[src/rtl/dmem_ctrl_pkg.sv]
// Shared encodings for the MEM-stage data memory port controller.
package dmem_ctrl_pkg;

    typedef enum logic {
        ST_IDLE = 1'b0,
        ST_MISS = 1'b1
    } state_e;

    // Owner values double as the address-mux select.
    typedef enum logic {
        OWN_P = 1'b0,
        OWN_F = 1'b1
    } owner_e;

endpackage

[src/rtl/dmem_port_arbiter.sv]
// Pipeline-priority grant logic with a starvation counter that forces the
// secondary port through after STARVE_LIMIT consecutive pipeline completions.
module dmem_port_arbiter #(
    parameter int STARVE_LIMIT = 3
) (
    input  logic clk_i,
    input  logic rst_i,
    input  logic arb_en_i,
    input  logic p_req_i,
    input  logic f_req_i,
    input  logic p_done_i,
    input  logic f_done_i,
    output logic grant_p_o,
    output logic grant_f_o
);

    localparam int SW = $clog2(STARVE_LIMIT + 1);
    localparam logic [SW-1:0] SCNT_MAX = SW'(STARVE_LIMIT);

    logic [SW-1:0] scnt_q, scnt_d;
    logic          starved;

    always_comb begin
        starved   = (scnt_q == SCNT_MAX);
        grant_f_o = arb_en_i && f_req_i && (!p_req_i || starved);
        grant_p_o = arb_en_i && p_req_i && !grant_f_o;
    end

    always_comb begin
        scnt_d = scnt_q;
        if (!f_req_i || f_done_i) begin
            scnt_d = '0;
        end else if (p_done_i && !starved) begin
            scnt_d = scnt_q + SW'(1);
        end
    end

    always_ff @(posedge clk_i or posedge rst_i) begin
        if (rst_i) begin
            scnt_q <= '0;
        end else begin
            scnt_q <= scnt_d;
        end
    end

endmodule

[src/rtl/dmem_port_ctrl.sv]
// Single-port data memory controller: shares the memory between the pipeline
// and the fill/debug port, sequencing hits and fixed-latency misses.
//
// state   | meaning
// IDLE    | arbitrating; a granted hit completes in this cycle
// MISS    | owner holds the memory; completes when cnt reaches 0
module dmem_port_ctrl
    import dmem_ctrl_pkg::*;
#(
    parameter int MISS_LATENCY = 4,
    parameter int STARVE_LIMIT = 3
) (
    input  logic clk,
    input  logic reset,
    input  logic p_req,
    input  logic f_req,
    input  logic mem_hit,
    output logic mem_address_sel,
    output logic p_stall,
    output logic f_ack,
    output logic busy
);

    localparam int CW = $clog2(MISS_LATENCY + 1);
    localparam logic [CW-1:0] CNT_LOAD = CW'(MISS_LATENCY - 1);

    state_e        state_q, state_d;
    owner_e        owner_q, owner_d;
    logic [CW-1:0] cnt_q, cnt_d;

    logic grant_p, grant_f;
    logic p_done, f_done;
    logic sel_c, p_stall_c;

    dmem_port_arbiter #(
        .STARVE_LIMIT(STARVE_LIMIT)
    ) u_arb (
        .clk_i     (clk),
        .rst_i     (reset),
        .arb_en_i  (state_q == ST_IDLE),
        .p_req_i   (p_req),
        .f_req_i   (f_req),
        .p_done_i  (p_done),
        .f_done_i  (f_done),
        .grant_p_o (grant_p),
        .grant_f_o (grant_f)
    );

    always_comb begin
        state_d   = state_q;
        owner_d   = owner_q;
        cnt_d     = cnt_q;
        sel_c     = 1'b0;
        p_stall_c = p_req;
        p_done    = 1'b0;
        f_done    = 1'b0;
        case (state_q)
            ST_IDLE: begin
                sel_c = grant_f;
                if (grant_p || grant_f) begin
                    if (mem_hit) begin
                        if (grant_p) begin
                            p_stall_c = 1'b0;
                            p_done    = 1'b1;
                        end else begin
                            f_done = 1'b1;
                        end
                    end else begin
                        owner_d = grant_f ? OWN_F : OWN_P;
                        cnt_d   = CNT_LOAD;
                        state_d = ST_MISS;
                    end
                end
            end
            ST_MISS: begin
                // mem_hit deliberately plays no part here.
                sel_c = (owner_q == OWN_F);
                if (cnt_q == '0) begin
                    state_d = ST_IDLE;
                    if (owner_q == OWN_P) begin
                        p_stall_c = 1'b0;
                        p_done    = 1'b1;
                    end else begin
                        f_done = 1'b1;
                    end
                end else begin
                    cnt_d = cnt_q - CW'(1);
                end
            end
            default: begin
                state_d = ST_IDLE;
            end
        endcase
    end

    always_ff @(posedge clk or posedge reset) begin
        if (reset) begin
            state_q <= ST_IDLE;
            owner_q <= OWN_P;
            cnt_q   <= '0;
        end else begin
            state_q <= state_d;
            owner_q <= owner_d;
            cnt_q   <= cnt_d;
        end
    end

    // Outputs are forced low for as long as reset is held, not just after an edge.
    assign mem_address_sel = sel_c & ~reset;
    assign p_stall         = p_stall_c & ~reset;
    assign f_ack           = f_done & ~reset;
    assign busy            = (state_q == ST_MISS) & ~reset;

endmodule

[config.mk]
export PLATFORM = sky130hd
export DESIGN_NAME = dmem_port_ctrl
export DESIGN_NICKNAME = d
export VERILOG_FILES = /design/src/rtl/dmem_ctrl_pkg.sv /design/src/rtl/dmem_port_arbiter.sv /design/src/rtl/dmem_port_ctrl.sv
export SDC_FILE = /design/constraint.sdc
export NUM_CORES = 1
export LEC_CHECK = 0
export CORE_AREA = 2 2 39 41
export DETAILED_ROUTE_END_ITERATION = 10
export DIE_AREA = 0 0 41 43
export GPL_TIMING_DRIVEN = 0
export HOLD_SLACK_MARGIN = 0.08
export SLEW_MARGIN = 25
export SYNTH_ARGS = -nofsm -noshare
export SYNTH_HDL_FRONTEND = slang
export SYNTH_HIERARCHICAL = 1
export SYNTH_SLANG_ARGS = --single-unit
[constraint.sdc]
create_clock -name clk -period 4.31 [get_ports clk]
set_clock_uncertainty 0.1 [all_clocks]
set_input_delay 0.862 -clock clk [delete_from_list [all_inputs] [get_ports clk]]
set_output_delay 0.862 -clock clk [all_outputs]
set_load 0.02 [all_outputs]
### Word level (Yosys, flattened, before mapping)

Index checks and enable logic that the tools add are counted.

| cells by class | value |
|---|---|
| $add $sub $neg | 2 |
| equal/unequal tests | 4 |
| mux-type cells | 30 |
| bitwise logic cells | 7 |
| reduce and logical (&&, ||, !) cells | 16 |

Operator list:

| cell | count |
|---|---|
| $mux W1 | 19 |
| $pmux W1 S2 | 5 |
| $mux W3 | 3 |
| $ne A2 B2 Y1 const B | 3 |
| $pmux W3 S2 | 1 |
| $reduce_and A3 Y1 | 2 |
| $logic_and A1 B1 Y1 | 5 |
| $and A1 B1 Y1 | 4 |
| $logic_not A1 Y1 | 4 |
| $mux W2 | 2 |
| $logic_not A3 Y1 | 1 |
| $logic_or A1 B1 Y1 | 3 |
| $not A1 Y1 | 3 |
| $sub A3 B1 Y3 const B | 1 |
| $add A2 B1 Y2 const B | 1 |
| $eq A2 B2 Y1 const B | 1 |
| $reduce_bool A2 Y1 | 1 |

| storage, ports and cells | value |
|---|---|
| register bits after elaboration | 7 |
| input port bits | 5 |

### Longest topological paths before layout

Gate-level depths: netlist (run 1).

| logic depth | value |
|---|---|
| word-level depth | 12 |
| mapped depth | 9 |
| gate-level depth less buffers | 8 |

### Hierarchy

Netlist (run 1), hierarchy kept.

Modules (own cells, without submodules):

| module | times used | cells an instance | area an instance (um^2) | sequential area each (um^2) |
|---|---|---|---|---|
| dmem_port_ctrl | 1 | 34 | 334.1 | 125.1 |
| dmem_port_arbiter | 1 | 15 | 128.9 | 50.0 |

### Worst setup path after synthesis (run 1)

No wires, ideal clock.

| timing path | value |
|---|---|
| kind | input to output |
| start | in p_req |
| end | out p_stall |
| arrival time | 1657 ps |
| path slack | 1691 ps |
| cell stages on the path | 5 |
| cells stage by stage | nand2_1 > a21oi_1 > nand2_1 > o21ai_0 > nor3b_1 |

| on the way | value |
|---|---|
| word-level cells in the longest chain between the ends | 10 |
| elaborated cells on any way between the ends | 14 |
| classes of those cells | 6 x mux; 1 x bitwise; 7 x reduce/logical |

RTL lines:

| what | line | text |
|---|---|---|
| from (decl) | dmem_port_ctrl.sv:15 | `input logic p_req,` |
| $logic_not A1 Y1 | dmem_port_arbiter.sv:25 | `grant_f_o = arb_en_i && f_req_i && (!p_req_i \|\| starved);` |
| $logic_or A1 B1 Y1 | dmem_port_arbiter.sv:25 |  |
| $logic_and A1 B1 Y1 | dmem_port_arbiter.sv:25 |  |
| $logic_not A1 Y1 | dmem_port_arbiter.sv:26 | `grant_p_o = arb_en_i && p_req_i && !grant_f_o;` |
| $logic_and A1 B1 Y1 (*) | dmem_port_arbiter.sv:26 |  |
| net grant_p | dmem_port_ctrl.sv:31 | `logic grant_p, grant_f;` |
| $mux W1 | dmem_port_ctrl.sv:62 | `if (grant_p) begin` |
| $mux W1 | dmem_port_ctrl.sv:61 | `if (mem_hit) begin` |
| $mux W1 (*) | dmem_port_ctrl.sv:60 | `if (grant_p \|\| grant_f) begin` |
| $pmux W1 S2 (*) | dmem_port_ctrl.sv:57 | `case (state_q)` |
| $and A1 B1 Y1 (*) | dmem_port_ctrl.sv:110 | `assign p_stall = p_stall_c & ~reset;` |
| to (decl) | dmem_port_ctrl.sv:19 | `output logic p_stall,` |

The timed path passes the listed nets; every way through them passes the cells marked *.

### Final worst setup path (run 1)

| timing path | value |
|---|---|
| start | in f_req |
| end | out f_ack |

| on the way | value |
|---|---|
| word-level cells in the longest chain between the ends | 9 |
| elaborated cells on any way between the ends | 10 |
| classes of those cells | 4 x mux; 1 x bitwise; 5 x reduce/logical |

RTL lines:

| what | line | text |
|---|---|---|
| from (decl) | dmem_port_ctrl.sv:16 | `input logic f_req,` |
| $logic_and A1 B1 Y1 (*) (2 in a row) | dmem_port_arbiter.sv:25 |  |
| net grant_f | dmem_port_ctrl.sv:31 |  |
| $logic_not A1 Y1 | dmem_port_arbiter.sv:26 |  |
| $logic_and A1 B1 Y1 | dmem_port_arbiter.sv:26 |  |
| $mux W1 | dmem_port_ctrl.sv:62 |  |
| $mux W1 | dmem_port_ctrl.sv:61 |  |
| $mux W1 (*) | dmem_port_ctrl.sv:60 |  |
| $pmux W1 S2 (*) | dmem_port_ctrl.sv:57 |  |
| net f_done | dmem_port_ctrl.sv:32 | `logic p_done, f_done;` |
| $and A1 B1 Y1 (*) | dmem_port_ctrl.sv:111 | `assign f_ack = f_done & ~reset;` |
| to (decl) | dmem_port_ctrl.sv:20 | `output logic f_ack,` |

Marked as above.

==> results of run 1 <==
==> through the flow <==
step                      instance area (um2)  utilization  hold WS, ps
after floorplan                           463            -          360
after global placement                    563        0.407          373
after detailed placement                  563        0.407          392
after CTS                                 589        0.426          404
after global routing                      589        0.426          420
final                                     589        0.426          411
==> where the power goes <==
| group | internal [mW] | switching [mW] | leakage (nW) | total, mW |
|---|---|---|---|---|
| clock network | 0.0352 | 0.0228 | 0.0150 | 0.0581 |
| registers | 0.0932 | 0.0131 | 0.0871 | 0.106 |
| logic | 0.0997 | 0.0972 | 0.172 | 0.197 |
==> registers in the layout, indices dropped and copies added (netlist names) <==
name	cells
state_q	1
owner_q	1
u_arb/scnt_q	2
cnt_q	3
==> worst paths after layout <==
kind	from	end	slack, ps	cells after the start
max	f_req	f_ack	690	7
min	cnt_q[1]	cnt_q[1]	410	1
max reg2reg	u_arb/scnt_q[0]	u_arb/scnt_q[1]	2430	7
min reg2reg	cnt_q[1]	cnt_q[1]	410	1
max in group asynchronous	reset	owner_q	3080	2
min in group asynchronous	reset	u_arb/scnt_q[0]	790	2
==> cell type report <==
cell class / count / area, um2
plain buffers: 1 / 11.3
clock buffers: 4 / 26.3
fillers: 138 / 795
inverters: 8 / 30.0
multi-input cells: 33 / 246
flip-flops and latches: 7 / 175
well taps: 16 / 20.0
repair buffers: 8 / 80.1
==> kinds of logic after synthesis <==
logic type | Yosys count | synth area share
and+or+nand+nor | 18 | 0.216
adders and majority gates | 3 | 0.0811
muxes | 3 | 0.0757
buffers and inverters | 9 | 0.0892
AOI/OAI and AO/OA | 8 | 0.141
xor gates and xnor gates | 1 | 0.0189
DFF | 7 | 0.378
==> cells in the mapped netlist, types with 2 or more instances <==
cell type  instances  share of area
ha_1               3          0.081
nor2_1             6          0.049
mux2i_1            2          0.043
a21oi_1            2          0.022
nand3b_1           2          0.032
inv_1              8          0.065
dfrtp_1            7           0.38
nand2_1            4          0.032
==> layer usage <==
| metal | vias to the layer above | global-route usage | part of all wire |
|---|---|---|---|
| li1 | 186 | - | - |
| met1 | 158 | 0.143 | 0.50 |
| met2 | 7 | 0.138 | 0.45 |
| met3 | 0 | 0.0471 | 0.051 |
| met4 | 0 | 0.120 | 0 |
| met5 | - | 0 | 0 |
==> metrics.md, run 1 <==
| Metric | Value |
|---|---|
| Die ar. | `1760 um2` |
| WL/cell | `10.1 um` |
| Diode count | `0` |
| WS Path Type | `in2out` |
| Power Density | `613 nW/um2` |
| Rows | `14` |
| Area grow syn2layout | `27.3%` |
| YS warnings | `6` |
| Core Area | `1380 um2` |
| Leakage Power | `between 0.2 and 0.3 nW` |
| Dpl hpwl | `~620 um` |
| Asr flop ratio synth | `1.00` |
| Final min period | `3620 ps` |
| Register area share after synthesis | `0.378` |
| Root Buffer | `clkbuf_4` |
| Drt drc | `0` |
| Clk_lat worst skew | `250 ps` |
| Post-Syn Instances | `around 50` |
| Largest net degree at the start of global routing | `10` |
| Dpl cells | `73` |
| Post_cts resized | `0` |
| CTS Buffer Depth | `2` |
| Fin worst setup slack | `688 ps` |
| Global placer's final weighted congestion | `0.653` |
| Arr. time, crit path | `2660 ps` |
| Gr ovfl total | `0` |
| Nets@finish | `70` |
| Ports | `9` |
| HP Class | `reg2reg` |
| Die width | `41 um` |
| Pre-CTS WS | `669 ps` |
| Synthesized area per cell | `9.45 um2` |
| Power Total | `~360 uW` |
| Status | `finished clean` |
| Layout cells sized above 1 | `0.131` |
| Routed Antenna Nets | `0` |
| Buf/Inv on CP | `2` |
| Post-CTS Hold Buffers | `0` |
| Final setup viols | `0` |
| Crit-path slowest cell | `clkdlybuf4s50_1` |
| First-pass GRT wire length | `around 1200 um` |
| Slew of the pin with the lowest slew margin | `a little under 300 ps` |
| Final number of hold-violating endpoints | `0` |
| Synth cell types | `23` |
| Fmax | `276 MHz` |
| DRT Pass-1 Iters | `2` |
| DRT Wirelength | `779 um` |
| CP Capture Type | `output port` |
| Die Ht | `43 um` |
| RSZ-0062 raised after global routing | `false` |
| CTS clk-pin slew, worst paths | `50 ps` |
| Max incr delay on CP | `600 ps` |
| CP cell instances | `clkdlybuf4s50_1, nand2_1, a21oi_1, nand3b_1, o21ai_1, and2_1, clkdlybuf4s50_1` |
| EDFF count, synth | `0` |
| Cell family with most CP delay | `buffers and inverters` |
| Post-route clock period utilization | `0.840` |
| Worst rel slew slack | `0.804` |
| Seq cells post-synth | `7` |
| CP most frequent cell | `clkdlybuf4s50_1` |
| Initial antenna violation count | `0` |
| Synthesized Nets | `57` |
| CP required | `3350 ps` |
| Final setup TNS | `0 ps` |
| Setup Fix Bufs, Post-CTS | `0` |
| Total of max-cap violations | `0` |
| Maximum fanout along the worst path | `4` |
| Mapped Area | `roughly 460 um2` |
| Most frequent cells in the layout | `inv_1, clkdlybuf4s50_1, dfrtp_1` |
| Final non-filler cell total | `77` |
| Number of global-route vias before repair | `310` |
| Via Count | `351` |
| Maximum VDD drop | `0.202 mV` |
| Starting Density | `0.335` |
| Max-slew violations | `0` |
| H-tree levels | `1` |
| Via/cell ratio | `4.56` |
| Worst Setup Start Kind | `primary input` |
| CTS tree | `built` |
| Total GRT Usage | `0.116` |
| Initial DRC Count | `6` |
| CTS Buf Count | `3` |
| PortBufs | `8` |
| Clock tree sinks | `7` |
| Post-synth top flop | `dfrtp_1` |
Note: power is estimated with default switching activity, not from simulation.
==> run 2, diff against run 1 <==
==> constraint.sdc (replaced) <==
create_clock -name clk -period 3.1 [get_ports clk]
set_clock_uncertainty 0.1 [all_clocks]
set_input_delay 0.62 -clock clk [delete_from_list [all_inputs] [get_ports clk]]
set_output_delay 0.62 -clock clk [all_outputs]
set_load 0.02 [all_outputs]
==> metrics.md, run 2 (synthesis gave the netlist of run 1 again) <==
| Metric | Value |
|---|---|
| Status | `finished clean` |
| CTS tree | `built` |
| Maximum fanout along the worst path | `4 (unchanged)` |
| CP required | `2380 ps (-970 ps)` |
| Worst Setup Start Kind | `primary input` |
| CP Capture Type | `output port` |
| Max-slew violations | `0 (unchanged)` |
| FF-to-FF End | `u_arb/scnt_q[1]` |
| Setup Fix Bufs, Post-CTS | `0 (unchanged)` |
| Via/cell ratio | `4.68 (+2.6%)` |
| Pre-CTS WS | `-57.4 ps (-726 ps)` |
| Largest reg by FF count | `cnt_q` |
| Critical hold path startpoint | `cnt_q[1]` |
| Fmax | `345 MHz` |
| Die ar. | `1760 um2 (unchanged)` |
| CTS Buffer Depth | `2 (unchanged)` |
| Worst r2r src | `u_arb/scnt_q[0]` |
| Crit-path slowest cell | `clkdlybuf4s50_1` |
| WS Path Type | `in2out` |
| Clk_lat worst skew | `250 ps (about the same)` |
| Worst reg2reg path depth | `7 (unchanged)` |
| Sequential share of power | `0.293 (about the same)` |
| Biggest regs | `cnt_q x3, u_arb/scnt_q x2` |
| Die width | `41 um (unchanged)` |
| CTS Buf Count | `3 (unchanged)` |
| Switch Pwr | `187 uW (+40%)` |
| H-tree levels | `1 (unchanged)` |
| Maximum VDD drop | `0.281 mV (+39%)` |
| First-pass GRT wire length | `1250 um (unchanged)` |
| Final setup viols | `0 (unchanged)` |
| Max incr delay on CP | `600 ps (about the same)` |
| Die Ht | `43 um (unchanged)` |
| Power Density | `838 nW/um2 (+37%)` |
| Initial DRC Count | `5 (-1)` |
| CP cell instances | `clkdlybuf4s50_1, nand2_1, a21oi_2, mux2i_1, nor2_1, clkdlybuf4s50_1` |
| Area grow syn2layout | `30.0%` |
| HP Class | `reg2reg` |
| Layout cells sized above 1 | `0.164 (+0.0328)` |
| Root Buffer | `clkbuf_4` |
| Diode count | `0 (unchanged)` |
| Post-layout util | `0.435 (+0.00904)` |
| Number of global-route vias before repair | `310 (unchanged)` |
| Rows | `14 (unchanged)` |
| Worst rel slew slack | `0.837 (+0.0335)` |
| Post-route clock period utilization | `0.935` |
| Final number of hold-violating endpoints | `0 (unchanged)` |
| WL/cell | `10.1 um (+0.13%)` |
| PortBufs | `8 (unchanged)` |
| CTS clk-pin slew, worst paths | `50 ps (about the same)` |
| Slew of the pin with the lowest slew margin | `244 ps (-50.2 ps)` |
| Nets@finish | `70 (unchanged)` |
| Cell family with most CP delay | `buffers and inverters` |
| Number of flip-flops under the largest register name | `3 (unchanged)` |
| Drt drc | `0 (unchanged)` |
| Core Area | `1380 um2 (unchanged)` |
| RSZ-0062 raised after global routing | `false` |
| DRT Wirelength | `780 um (+0.13%)` |
| Most frequent cells in the layout | `inv_1, dfrtp_1, nor2_1, clkdlybuf4s50_1, nand2_1` |
| Total of max-cap violations | `0 (unchanged)` |
| Ports | `9 (unchanged)` |
| Hold EP | `cnt_q[1]` |
| Total GRT Usage | `0.116 (unchanged)` |
| Fin worst setup slack | `201 ps (-487 ps)` |
| R2r setup slk | `1280 ps (-1150 ps)` |
| Initial antenna violation count | `0 (unchanged)` |
| Starting Density | `0.335 (unchanged)` |
| Worst Hold Depth | `1 (unchanged)` |
| Via Count | `360 (+2.6%)` |
| Worst hold margin | `411 ps (unchanged)` |
| Arr. time, crit path | `2180 ps (-480 ps)` |
| Total internal power | `318 uW (+39%)` |
| Clock tree sinks | `7 (unchanged)` |
| Gr ovfl total | `0 (unchanged)` |
| Most common cell after layout, fill and taps aside | `inv_1` |
| Global placer's final weighted congestion | `0.653 (unchanged)` |
| Largest net degree at the start of global routing | `10 (unchanged)` |
| Clock share of power | `0.160 (about the same)` |
| Comb pwr share | `0.547 (+0.002)` |
| Buf/Inv on CP | `2 (unchanged)` |
| Sw Ratio | `0.370 (+0.00174)` |
| Dpl hpwl | `622 um (unchanged)` |
| DRT Pass-1 Iters | `2 (unchanged)` |
| CP most frequent cell | `clkdlybuf4s50_1` |
| Routed Antenna Nets | `0 (unchanged)` |
| Leakage Power | `0.307 nW (+12%)` |
| Final min period | `2900 ps` |
-- run 2: what timing repair did --
action,4_1_cts,5_1_grt
gates resized for setup,1,3
cloned,0,0
hold buffers,0,0
setup endpoints to repair,1,2
-- run 2: worst max path at each step --
stage                  start               to  slack, ps  cells after the start
floorplan           cnt_q[0]          p_stall        930                      6
global placement       f_req            f_ack        -90                      7
detailed placement     f_req            f_ack        -60                      7
CTS                    p_req          p_stall          5                      7
global route           f_req  mem_address_sel        100                      6
finish                 f_req  mem_address_sel        200                      6
-- run 2: layout make-up --
class                   count  area [um2]
fillers                   135         782
multi-input cells          33         254
flip-flops and latches      7         175
repair buffers              8        85.1
inverters                   8        30.0
clock buffers               4        26.3
well taps                  16        20.0
plain buffers               1        11.3
-- run 2: worst register-to-register path, cell delays in order (launching register included) --
cell     delay [ps]
dfrtp_1         390
ha_1            250
a21oi_2         210
nand2_1          70
o21ai_0         210
nor2b_2         230
mux2i_1         200
nor2_1           50
-- run 2: power groups by stage --
stage / combinational, mW / sequential, mW / clock [mW]
finish: 0.276 / 0.148 / 0.0807
global route: 0.307 / 0.150 / 0.0937
CTS: 0.278 / 0.148 / 0.0879
detailed placement: 0.276 / 0.149 / 0
global placement: 0.271 / 0.148 / 0
floorplan: 0.219 / 0.145 / 0
-- run 2: per-layer routing --
layer,global-route usage,part of all wire,vias to the layer above,wire length (um)
met5,0,0,-,0
met4,0.120,0,0,0
met3,0.0471,0.055,0,43
met2,0.138,0.47,7,363
met1,0.143,0.48,167,373
li1,-,-,186,-
-- run 2: through the flow --
step	cell area, um2	std cells	TNS (ps)	power (mW)
floorplan	463	49	0	0.364
global placement	563	73	-88.4	0.420
detailed placement	563	73	-57.4	0.425
CTS	593	77	0	0.514
global route	602	77	0	0.551
finish	602	77	0	0.505
